## config.mk

```make
export PLATFORM = sky130hd
export DESIGN_NAME = ext_bus_ctrl
export DESIGN_NICKNAME = d
export VERILOG_FILES = /design/src/rtl/ext_bus_ctrl.sv
export SDC_FILE = /design/constraint.sdc
export NUM_CORES = 1
export LEC_CHECK = 0
export CAP_MARGIN = 25
export CORE_MARGIN = 1.5
export CORE_UTILIZATION = 46
export DETAILED_ROUTE_END_ITERATION = 12
export MAX_ROUTING_LAYER = met4
export PLACE_DENSITY = 0.85
export SLEW_MARGIN = 20
export SYNTH_ARGS = -nofsm -noshare
export SYNTH_HDL_FRONTEND = slang
export SYNTH_SLANG_ARGS = --single-unit
```

## constraint.sdc

```tcl
create_clock -name clk -period 4.9 [get_ports clk]
set_input_delay 0.98 -clock clk [delete_from_list [all_inputs] [get_ports clk]]
set_output_delay 0.98 -clock clk [all_outputs]
set_load 0.005 [all_outputs]
```

## src/rtl/ext_bus_ctrl.sv

```systemverilog
// External peripheral bus decoder: three peripheral slots plus an internal status/control slot.
// Optional idle-bus watchdog is built when EXT_BUS_WDT_EN is defined.
module ext_bus_ctrl #(
  parameter logic [31:0] BASE_ADDR  = 32'h0000_2000,
  parameter int unsigned WDT_CYCLES = 1_000_000
) (
  input  logic        clk,
  input  logic        rst,
  input  logic [31:0] addr_i,
  input  logic [31:0] wdata_i,
  input  logic        we_i,
  input  logic        re_i,
  output logic [31:0] rdata_o,
  output logic [2:0]  slot_we_o,
  output logic [2:0]  slot_sel_o,
  output logic [1:0]  reg_sel_o,
  output logic [31:0] slot_wdata_o,
  input  logic [31:0] slot0_rdata_i,
  input  logic [31:0] slot1_rdata_i,
  input  logic [31:0] slot2_rdata_i,
  output logic        err_irq_o
);

  if (BASE_ADDR[5:0] != 6'd0 || WDT_CYCLES == 0) begin : g_bad_cfg
    $error("ext_bus_ctrl: BASE_ADDR must be 64-byte aligned and WDT_CYCLES non-zero");
  end

  logic        access, valid, err, ctrl_wr, clr, wdt_flag;
  logic [1:0]  slot;
  logic        err_sticky_q, err_sticky_d;
  logic [7:0]  err_count_q, err_count_d;
  logic [31:0] last_err_q, last_err_d;
  logic [15:0] rd_cnt_q, rd_cnt_d, wr_cnt_q, wr_cnt_d;
  logic        irq_en_q, irq_en_d;
  logic        err_irq_q, err_irq_d;

  always_comb begin
    access  = we_i | re_i;
    valid   = access && (addr_i[31:6] == BASE_ADDR[31:6]) && (addr_i[1:0] == 2'b00);
    err     = access && !valid;
    slot    = addr_i[5:4];
    ctrl_wr = valid && we_i && (slot == 2'd3) && (addr_i[3:2] == 2'd3);
    clr     = ctrl_wr && wdata_i[1];

    // Strobes are forced low for as long as reset is held, independent of the clock.
    slot_sel_o = 3'b000;
    if (valid && (slot != 2'd3) && !rst) slot_sel_o[slot] = 1'b1;
    slot_we_o    = slot_sel_o & {3{we_i}};
    reg_sel_o    = addr_i[3:2];
    slot_wdata_o = wdata_i;

    rdata_o = 32'h0;
    if (valid) begin
      unique case (slot)
        2'd0: rdata_o = slot0_rdata_i;
        2'd1: rdata_o = slot1_rdata_i;
        2'd2: rdata_o = slot2_rdata_i;
        default: begin
          unique case (addr_i[3:2])
            2'd0:    rdata_o = {16'h0, err_count_q, 6'h0, wdt_flag, err_sticky_q};
            2'd1:    rdata_o = last_err_q;
            2'd2:    rdata_o = {rd_cnt_q, wr_cnt_q};
            default: rdata_o = {31'h0, irq_en_q};
          endcase
        end
      endcase
    end
  end

  always_comb begin
    err_sticky_d = err_sticky_q;
    err_count_d  = err_count_q;
    last_err_d   = last_err_q;
    rd_cnt_d     = rd_cnt_q;
    wr_cnt_d     = wr_cnt_q;
    irq_en_d     = irq_en_q;
    err_irq_d    = (err_sticky_q | wdt_flag) & irq_en_q;

    if (ctrl_wr) irq_en_d = wdata_i[0];
    if (err) begin
      err_sticky_d = 1'b1;
      if (err_count_q != 8'hFF) err_count_d = err_count_q + 8'd1;
      last_err_d = addr_i;
    end
    if (valid && (slot != 2'd3)) begin
      if (we_i) wr_cnt_d = wr_cnt_q + 16'd1;
      else      rd_cnt_d = rd_cnt_q + 16'd1;
    end
    if (clr) begin
      err_sticky_d = 1'b0;
      err_count_d  = 8'h0;
      last_err_d   = 32'h0;
      rd_cnt_d     = 16'h0;
      wr_cnt_d     = 16'h0;
    end
  end

  always_ff @(posedge clk or posedge rst) begin
    if (rst) begin
      err_sticky_q <= 1'b0;
      err_count_q  <= 8'h0;
      last_err_q   <= 32'h0;
      rd_cnt_q     <= 16'h0;
      wr_cnt_q     <= 16'h0;
      irq_en_q     <= 1'b0;
      err_irq_q    <= 1'b0;
    end else begin
      err_sticky_q <= err_sticky_d;
      err_count_q  <= err_count_d;
      last_err_q   <= last_err_d;
      rd_cnt_q     <= rd_cnt_d;
      wr_cnt_q     <= wr_cnt_d;
      irq_en_q     <= irq_en_d;
      err_irq_q    <= err_irq_d;
    end
  end

  assign err_irq_o = err_irq_q;

`ifdef EXT_BUS_WDT_EN
  localparam int unsigned WdtW = $clog2(WDT_CYCLES + 1);
  localparam logic [WdtW-1:0] WdtLimit = WdtW'(WDT_CYCLES);

  logic [WdtW-1:0] wdt_cnt_q, wdt_cnt_d;
  logic            wdt_flag_q, wdt_flag_d;

  always_comb begin
    wdt_cnt_d  = wdt_cnt_q;
    wdt_flag_d = wdt_flag_q;
    if (valid)                       wdt_cnt_d = '0;
    else if (wdt_cnt_q != WdtLimit)  wdt_cnt_d = wdt_cnt_q + 1'b1;
    if (wdt_cnt_d == WdtLimit)       wdt_flag_d = 1'b1;
    if (clr)                         wdt_flag_d = 1'b0;
  end

  always_ff @(posedge clk or posedge rst) begin
    if (rst) begin
      wdt_cnt_q  <= '0;
      wdt_flag_q <= 1'b0;
    end else begin
      wdt_cnt_q  <= wdt_cnt_d;
      wdt_flag_q <= wdt_flag_d;
    end
  end

  assign wdt_flag = wdt_flag_q;
`else
  assign wdt_flag = 1'b0;
`endif

endmodule

```

Yosys cells after proc, flatten, opt, wreduce, memory -nomap -nowiden
Index checks and enable logic that the tools add are counted.
- flip-flop bits (word level): 75
- output and inout bits: 73
- logic and storage cells: 66
- $add $sub $neg: 3
- $lt $le $gt $ge: 2
- equality and inequality tests: 10
- muxes and demuxes: 19
- bitwise gates (word level): 3
- reductions and logical operators: 22
- operator list (kind ; count):
    one-hot mux 32 bit (3 select lines) ; 2
    2-to-1 mux 16 bit ; 6
    2-to-1 mux 32 bit ; 3
    adder 16 x 1 -> 16 bit (second input constant) ; 2
    == test 26 x 8 -> 1 bit (second input constant) ; 1
    2-to-1 mux 8 bit ; 3
    logical AND 1 bit ; 10
    adder 8 x 1 -> 8 bit (second input constant) ; 1
    == test 2 bit (second input constant) ; 4
    inequality test 8 bit (second input constant) ; 1
    nonzero test 2 bit ; 4
    logical NOT 2 bit ; 3
    AND reduction 2 bit ; 3
    == test 2 x 1 -> 1 bit (second input constant) ; 2
    bitwise AND 3 bit ; 1
    < comparator 2 x 3 -> 1 bit (second input constant) ; 1
    2-to-1 mux 1 bit ; 3
    2-to-1 mux 3 bit ; 1
    demux 1 bit (select 2 bit) ; 1
    greater-or-equal comparator 2 x 1 -> 1 bit (second input constant) ; 1
    logical NOT 1 bit ; 2
    inequality test 2 x 1 -> 1 bit (second input constant) ; 1
    inequality test 2 bit (second input constant) ; 1
    bitwise AND 1 bit ; 1
    OR 1 bit ; 1

Logic depth before layout (Yosys ltp)
Gate-level depths: netlist of the first run.
- word-level depth: 9
- depth in mapped cells: 7
- mapped depth without buffers: 6

Worst setup path after synthesis of the first run
Ideal clock, no wire load.
- kind: input-to-output
- from: input port addr_i[10]
- to: output port slot_we_o[2]
- data arrival time: 2.405 ns
- path slack: 1.515 ns
- stages on the path: 6
- buffers on the path: 2
- path through: nor4_4 > and4_1 > buf_2 > nand2_1 > clkbuf_1 > nor4b_1
- word-level cells in the longest chain between the ends: 7
- ends and longest elaborated chain (what ; line ; RTL):
    start, declared ; 9 ; input logic [31:0] addr_i,
    == test 26 x 8 -> 1 bit ; 39 ; valid = access && (addr_i[31:6] == BASE_ADDR[31:6]) && (addr_i[1:0] == 2'b00);
    logical AND 1 bit (2 in series) ; 39 ;
    logical AND 1 bit (2 in series) ; 47 ; if (valid && (slot != 2'd3) && !rst) slot_sel_o[slot] = 1'b1;
    2-to-1 mux 3 bit ; 47 ;
    bitwise AND 3 bit ; 48 ; slot_we_o = slot_sel_o & {3{we_i}};
    end, declared ; 14 ; output logic [2:0] slot_we_o,
No other way between the ends.

Worst setup path after layout of the first run
- from: input port addr_i[17]
- to: output port slot_we_o[1]
Same word-level chain as after synthesis.

==> results.tsv, run 1 <==
metric	value	unit
synth warn	0	
Critical Path Sink	slot_we_o[1]	
Hold Vio Cnt, Final	0	
Post-synth EDFFs	0	
syn nets	770	
Async S/R FF share, synth	100	%
crit path kind	in -> out	
Hold Path Class	reg -> reg	
All-Layer GR Usage	29.5	%
post-CTS setup buffer count	0	
Period Utilization, post-route	93.0	%
io pins	237	
CP top delay family	simple AND/OR/NAND/NOR gates	
Final WS setup	0.343	ns
pwr dens	245	nW/um^2
clk buf depth	2	
CTS clk-pin slew, worst paths	0.06	ns
grt ovf	0	
CTS Sinks	75	
top-count cell post-synth	nand2_1	
Slew HR	30.0	%
CTS root buf	clkbuf_16	
vias in the first global route	5425	
setup TNS	0	ns
syn_area_per_cell	8.79	um^2
status	completed	
Core Region	11300	um^2
row count	39	
pre-CTS setup slack	0.395	ns
H-tree Lvls	3	
R2R depth	5	
TritonCTS Buffers	9	
Critical Path RT	3.92	ns
CP cell instances	clkdlybuf4s50_1, nor4_4, and4_1, nand2_1, nor4b_1, and2_1, clkdlybuf4s50_1	
Area Growth Syn to Fin	37.2	%
Worst setup EP type	output port	
crit start category	primary input	
CP Depth	7	
Tightest Pin Transition	1.05	ns
vias per cell	6.32	
Max Freq	0.219	GHz
minimum clock period	4.56	ns
crit path DAT	3.58	ns
Yosys reg bits	75	
area of the multi-input gates	2980	um^2
Die ar.	12200	um^2
PostCTS Resize Cnt	0	
Synth area leader	dfrtp_1	
Initial DRC Count	447	
commonest register cell after synthesis	dfrtp_1	
flop2flop setup slack	2.91	ns
worst-skew pair later-pin latency	0.33	ns
starting density of the core	46.8	%
Placer Congestion	0.929	
largest net degree at the start of global routing	41	
NumNets Final	898	
worst flop-to-flop path endpoint	wr_cnt_q[13]	
most frequent cells after synthesis	nand2_1 (94), dfrtp_1 (75), a21oi_1 (41)	
Die Y	110	um
CP max FO	3	
CTS tree	built	
VDD IR max	140	uV
RSZ-0062 raised after global routing	false	
Vias	5549	
slowest cell delay on critical path	0.51	ns
I/O Buffers	176	
final WL	17500	um
worst clock skew	0.00389	ns
max_cap viols	0	
Synth Instances	603	
DRC	0	
leak pwr	0.00279	uW
worst path bufs/invs	2	
Max Slew Vio Count	0	
fill count	889	
Post-CTS Hold Buffers	0	
top cell type's share of synthesized area	35.4	%
Seq/Total Area, Yosys	35.4	%
Post-Synthesis Cell Area	5300	um^2
antenna viol nets, final	0	
Critical Path Source	addr_i[17]	
share of cells above drive strength 1	12.0	%
critical path's slowest cell	clkdlybuf4s50_1	
R2R Path Start	wr_cnt_q[2]	
post-synth cell types	49	
die width	110	um
crit-path most repeated cell	clkdlybuf4s50_1	
leading post-synthesis cells by cell area	dfrtp_1 (35%), nand2_1 (6.7%), mux2_2 (5.1%)	
Ant. Diodes	0	
Post-DP HPWL	12900	um
TritonRoute pass-1 iters	5	
initial antenna violation count	0	
Finish-stage setup viols	0	
wire per inst	19.9	um
global-route wire length before repair	26600	um
sequential cell area	1880	um^2
-- cell families after synthesis --
| group | synth area share [%] |
|---|---|
| AND/OR/NAND/NOR | 24.1 |
| adder cells (fa/ha/maj) | 0.709 |
| buffers and inverters | 8.55 |
| multiplexers | 11.6 |
| AO/OA/AOI/OAI | 18.2 |
| XOR/XNOR | 1.32 |
| flip-flops | 35.4 |
-- through the flow --
step	instance area, um^2	util (%)	cells	hold WS (ns)	power, uW
2_1_floorplan	5300	-	603	0.445	937
3_3_place_gp	6950	61.4	862	0.467	1090
3_5_place_dp	6970	61.5	863	0.470	1120
4_1_cts	7270	64.2	878	0.483	1770
5_1_grt	7270	64.2	878	0.500	1850
6_report	7270	64.2	878	0.491	1780
-- power breakdown --
group	switching [uW]	leakage [uW]	internal (uW)
combinational	178	0.00169	207
sequential	57.2	0.000955	673
clock	249	0.000144	418
-- state kept, by name (all words and copies together) (netlist names) --
register      flops
last_err_q       32
rd_cnt_q         16
wr_cnt_q         16
err_count_q       8
err_irq_o         1
err_sticky_q      1
irq_en_q          1
-- how the worst min path moves through the flow --
stage | start | endpoint | depth (start not counted) | slack [ns]
after floorplan | wr_cnt_q[15] | wr_cnt_q[15] | 1 | 0.44
after global placement | wr_cnt_q[15] | wr_cnt_q[15] | 1 | 0.47
after detailed placement | wr_cnt_q[15] | wr_cnt_q[15] | 1 | 0.47
after CTS | wr_cnt_q[15] | wr_cnt_q[15] | 1 | 0.48
after global routing | wr_cnt_q[15] | wr_cnt_q[15] | 1 | 0.50
final | wr_cnt_q[15] | wr_cnt_q[15] | 1 | 0.49
-- placed cells by master, fill, tap and decap left out, types with 3 or more instances in the layout --
master / netlist / final
nor2_1: 22 / 22
mux2_2: 24 / 24
nand3_1: 16 / 16
xnor2_1: 7 / 7
buf_4: 34 / 19
mux2i_1: 12 / 12
a21oi_1: 41 / 41
o22ai_1: 23 / 23
nand2_1: 94 / 94
a221oi_1: 23 / 23
nor2b_1: 10 / 9
ha_1: 3 / 3
and2_1: 5 / 5
inv_1: 6 / 5
nor4_4: 6 / 6
nor3_1: 30 / 30
o21ai_0: 33 / 33
o31ai_1: 8 / 8
clkdlybuf4s50_1: 0 / 174
o211ai_1: 4 / 4
nand2b_1: 3 / 3
nor4_1: 10 / 10
or3_1: 3 / 3
nand4_1: 10 / 10
clkbuf_16: 0 / 9
and3_1: 8 / 7
dfrtp_1: 75 / 75
a31oi_1: 9 / 9
and4_1: 5 / 5
nor4b_1: 3 / 3
mux4_2: 10 / 10
-- metal layers --
layer  up-vias  global-route usage, %  routed length [um]
met4         0                   10.9                 484
met3        51                   5.11                1320
met2       316                   49.4                8900
met5         -                      -                   0
met1      2705                   35.8                6770
li1       2477                      -                   -
-- cell type report --
type | instances | share of cell area (%)
inverter | 6 | 0.310
timing repair buffer | 196 | 26.3
clock buffer | 11 | 3.48
sequential | 75 | 25.8
clock inverter | 4 | 0.688
multi-input combinational | 443 | 40.9
tap | 143 | 2.46
(Power assumes the default switching activity.)
==> run 2, diff against run 1 <==
Settings changed: PLACE_DENSITY 0.85 to default, PLACE_DENSITY_LB_ADDON from default to 0.25.
==> run 2 against run 1 <==
Net effect: routed wire length shrank 3.5%; sequential share of layout area is 0.089 points higher; first-iteration DRC count down 17%; clock skew rose by 0.0032 ns; core utilization shrank 0.22 points; largest power group unchanged.
==> results.tsv, run 2 (synthesized netlist as in run 1, its figures left out) <==
metric	value	unit	change
setup TNS	0	ns	unchanged
DRC	0		unchanged
Initial DRC Count	373		was 447
Top reg by flops	last_err_q		unchanged
Area Growth Syn to Fin	36.8	%	was 37.2%
Max Slew Vio Count	0		unchanged
CTS Sinks	75		unchanged
Critical Path RT	3.92	ns	about the same
RSZ-0062 raised after global routing	false		unchanged
share of cells above drive strength 1	12.1	%	was 12.0%
NumNets Final	898		unchanged
crit start category	primary input		unchanged
Post-DP HPWL	12600	um	was 12900 um
Max Freq	0.223	GHz	was 0.219 GHz
commonest non-fill, non-tap cell in the layout	clkdlybuf4s50_1		unchanged
vias per cell	6.10		was 6.32
Slew HR	33.9	%	was 30.0%
crit path kind	in -> out		unchanged
TritonCTS Buffers	9		unchanged
H-tree Lvls	3		unchanged
Core Region	11300	um^2	unchanged
Ant. Diodes	0		unchanged
largest net degree at the start of global routing	40		was 41
leak pwr	0.00278	uW	was 0.00279 uW
worst hold path depth	1		unchanged
Period Utilization, post-route	91.7	%	was 93.0%
CTS clk-pin slew, worst paths	0.06	ns	about the same
Die Y	110	um	unchanged
R2R Path Start	rd_cnt_q[2]		was wr_cnt_q[2]
max_cap viols	0		unchanged
Hold EP	rd_cnt_q[15]		was wr_cnt_q[15]
worst flop-to-flop path endpoint	rd_cnt_q[14]		was wr_cnt_q[13]
Hold Path Class	reg -> reg		unchanged
critical path's slowest cell	clkdlybuf4s50_1		unchanged
leading cell types in the layout, fill and taps excluded	clkdlybuf4s50_1 (174), nand2_1 (94), dfrtp_1 (75)		unchanged
antenna viol nets, final	0		unchanged
CP top delay family	buffers and inverters		was simple AND/OR/NAND/NOR gates
grt ovf	0		unchanged
R2R depth	5		unchanged
crit path DAT	3.51	ns	was 3.58 ns
minimum clock period	4.49	ns	was 4.56 ns
worst path bufs/invs	3		was 2
pwr dens	241	nW/um^2	was 245 nW/um^2
All-Layer GR Usage	28.6	%	was 29.5%
starting density of the core	46.8	%	unchanged
global-route wire length before repair	25800	um	was 26600 um
slowest cell delay on critical path	0.57	ns	was 0.51 ns
worst clock skew	0.00704	ns	was 0.00389 ns
CTS tree	built		unchanged
status	completed		unchanged
TritonRoute pass-1 iters	5		unchanged
post-CTS setup buffer count	0		unchanged
CP max FO	11		was 3
Worst setup EP type	output port		unchanged
Vias	5362		was 5549
Die ar.	12200	um^2	unchanged
Hold Vio Cnt, Final	0		unchanged
top flop regs	last_err_q x32, rd_cnt_q x16, wr_cnt_q x16		unchanged
flop2flop setup slack	2.97	ns	was 2.91 ns
VDD IR max	165	uV	was 140 uV
Post-CTS Hold Buffers	0		unchanged
wire per inst	19.2	um	was 19.9 um
Final WS setup	0.406	ns	was 0.343 ns
die width	110	um	unchanged
Placer Congestion	0.902		was 0.929
hold path startpoint	rd_cnt_q[15]		was wr_cnt_q[15]
overall power	1750	uW	was 1780 uW
vias in the first global route	5079		was 5425
Tightest Pin Transition	0.985	ns	was 1.05 ns
Largest register FFs	32		unchanged
crit-path most repeated cell	clkdlybuf4s50_1		unchanged
Finish-stage setup viols	0		unchanged
CP cell instances	clkdlybuf4s50_1, nor4_4, and4_1, nand2_1, buf_4, nor4b_1, clkdlybuf4s50_1		was clkdlybuf4s50_1, nor4_4, and4_1, nand2_1, nor4b_1, and2_1, clkdlybuf4s50_1
PostCTS Resize Cnt	0		unchanged
row count	39		unchanged
pre-CTS setup slack	0.403	ns	was 0.395 ns
CTS root buf	clkbuf_16		unchanged
final WL	16900	um	was 17500 um
io pins	237		unchanged
worst-skew pair later-pin latency	0.34	ns	was 0.33 ns
initial antenna violation count	0		unchanged
I/O Buffers	176		unchanged
clk buf depth	2		unchanged
## run 2: changes by cell type in the layout (fill, tap and decap cells not counted), sizes merged
cell	before	now
buf	22	21
clkinv	1	3
clkbuf	11	12
bufinv	1	0
## run 2: per-stage QoR
step           hold WS (ns)  utilization [%]  std cells  instance area, um^2
2_1_floorplan         0.445                -        603                 5300
3_3_place_gp          0.470             61.4        862                 6950
3_5_place_dp          0.479             61.4        862                 6950
4_1_cts               0.496             63.9        878                 7240
5_1_grt               0.531             64.0        879                 7250
6_report              0.503             64.0        879                 7250
## run 2: how the worst max path moves through the flow
stage	startpoint	to	slack [ns]	cells past startpoint
final	addr_i[17]	slot_we_o[2]	0.41	7
after global routing	addr_i[10]	slot_we_o[2]	0.27	7
after CTS	addr_i[17]	slot_we_o[2]	0.40	7
after detailed placement	addr_i[17]	slot_we_o[2]	0.40	7
after global placement	addr_i[2]	rdata_o[0]	0.45	5
after floorplan	addr_i[10]	slot_we_o[2]	1.52	6
## run 2: report_power, final
| part | leakage [uW] | internal (uW) | switching (uW) |
|---|---|---|---|
| logic | 0.00168 | 205 | 172 |
| registers | 0.000955 | 673 | 56.0 |
| clock network | 0.000138 | 372 | 271 |
## run 2: layer usage
layer / global-route usage [%] / up-vias / wire length (um) / share of wire (%)
li1: - / 2477 / - / -
met1: 36.4 / 2590 / 6940 / 41
met2: 46.8 / 258 / 8250 / 49
met3: 4.06 / 37 / 1250 / 7.4
met4: 10.4 / 0 / 429 / 2.5
met5: - / - / 0 / 0
## run 2: cell type report
| type | instances | area (um^2) |
|---|---|---|
| inverters | 6 | 22.5 |
| fillers | 967 | 4080 |
| clock buffers | 11 | 253 |
| well taps | 143 | 179 |
| multi-input cells | 443 | 2980 |
| clock inverters | 5 | 37.5 |
| repair buffers | 196 | 1900 |
| flip-flops and latches | 75 | 1880 |
## run 2: worst reg2reg max path, cell delays in order, from the launching register on
cell     delay (ns)
dfrtp_1        0.45
and3_1         0.26
nand2_1        0.12
nor4_1         0.65
nand3_1        0.18
mux2i_1        0.16
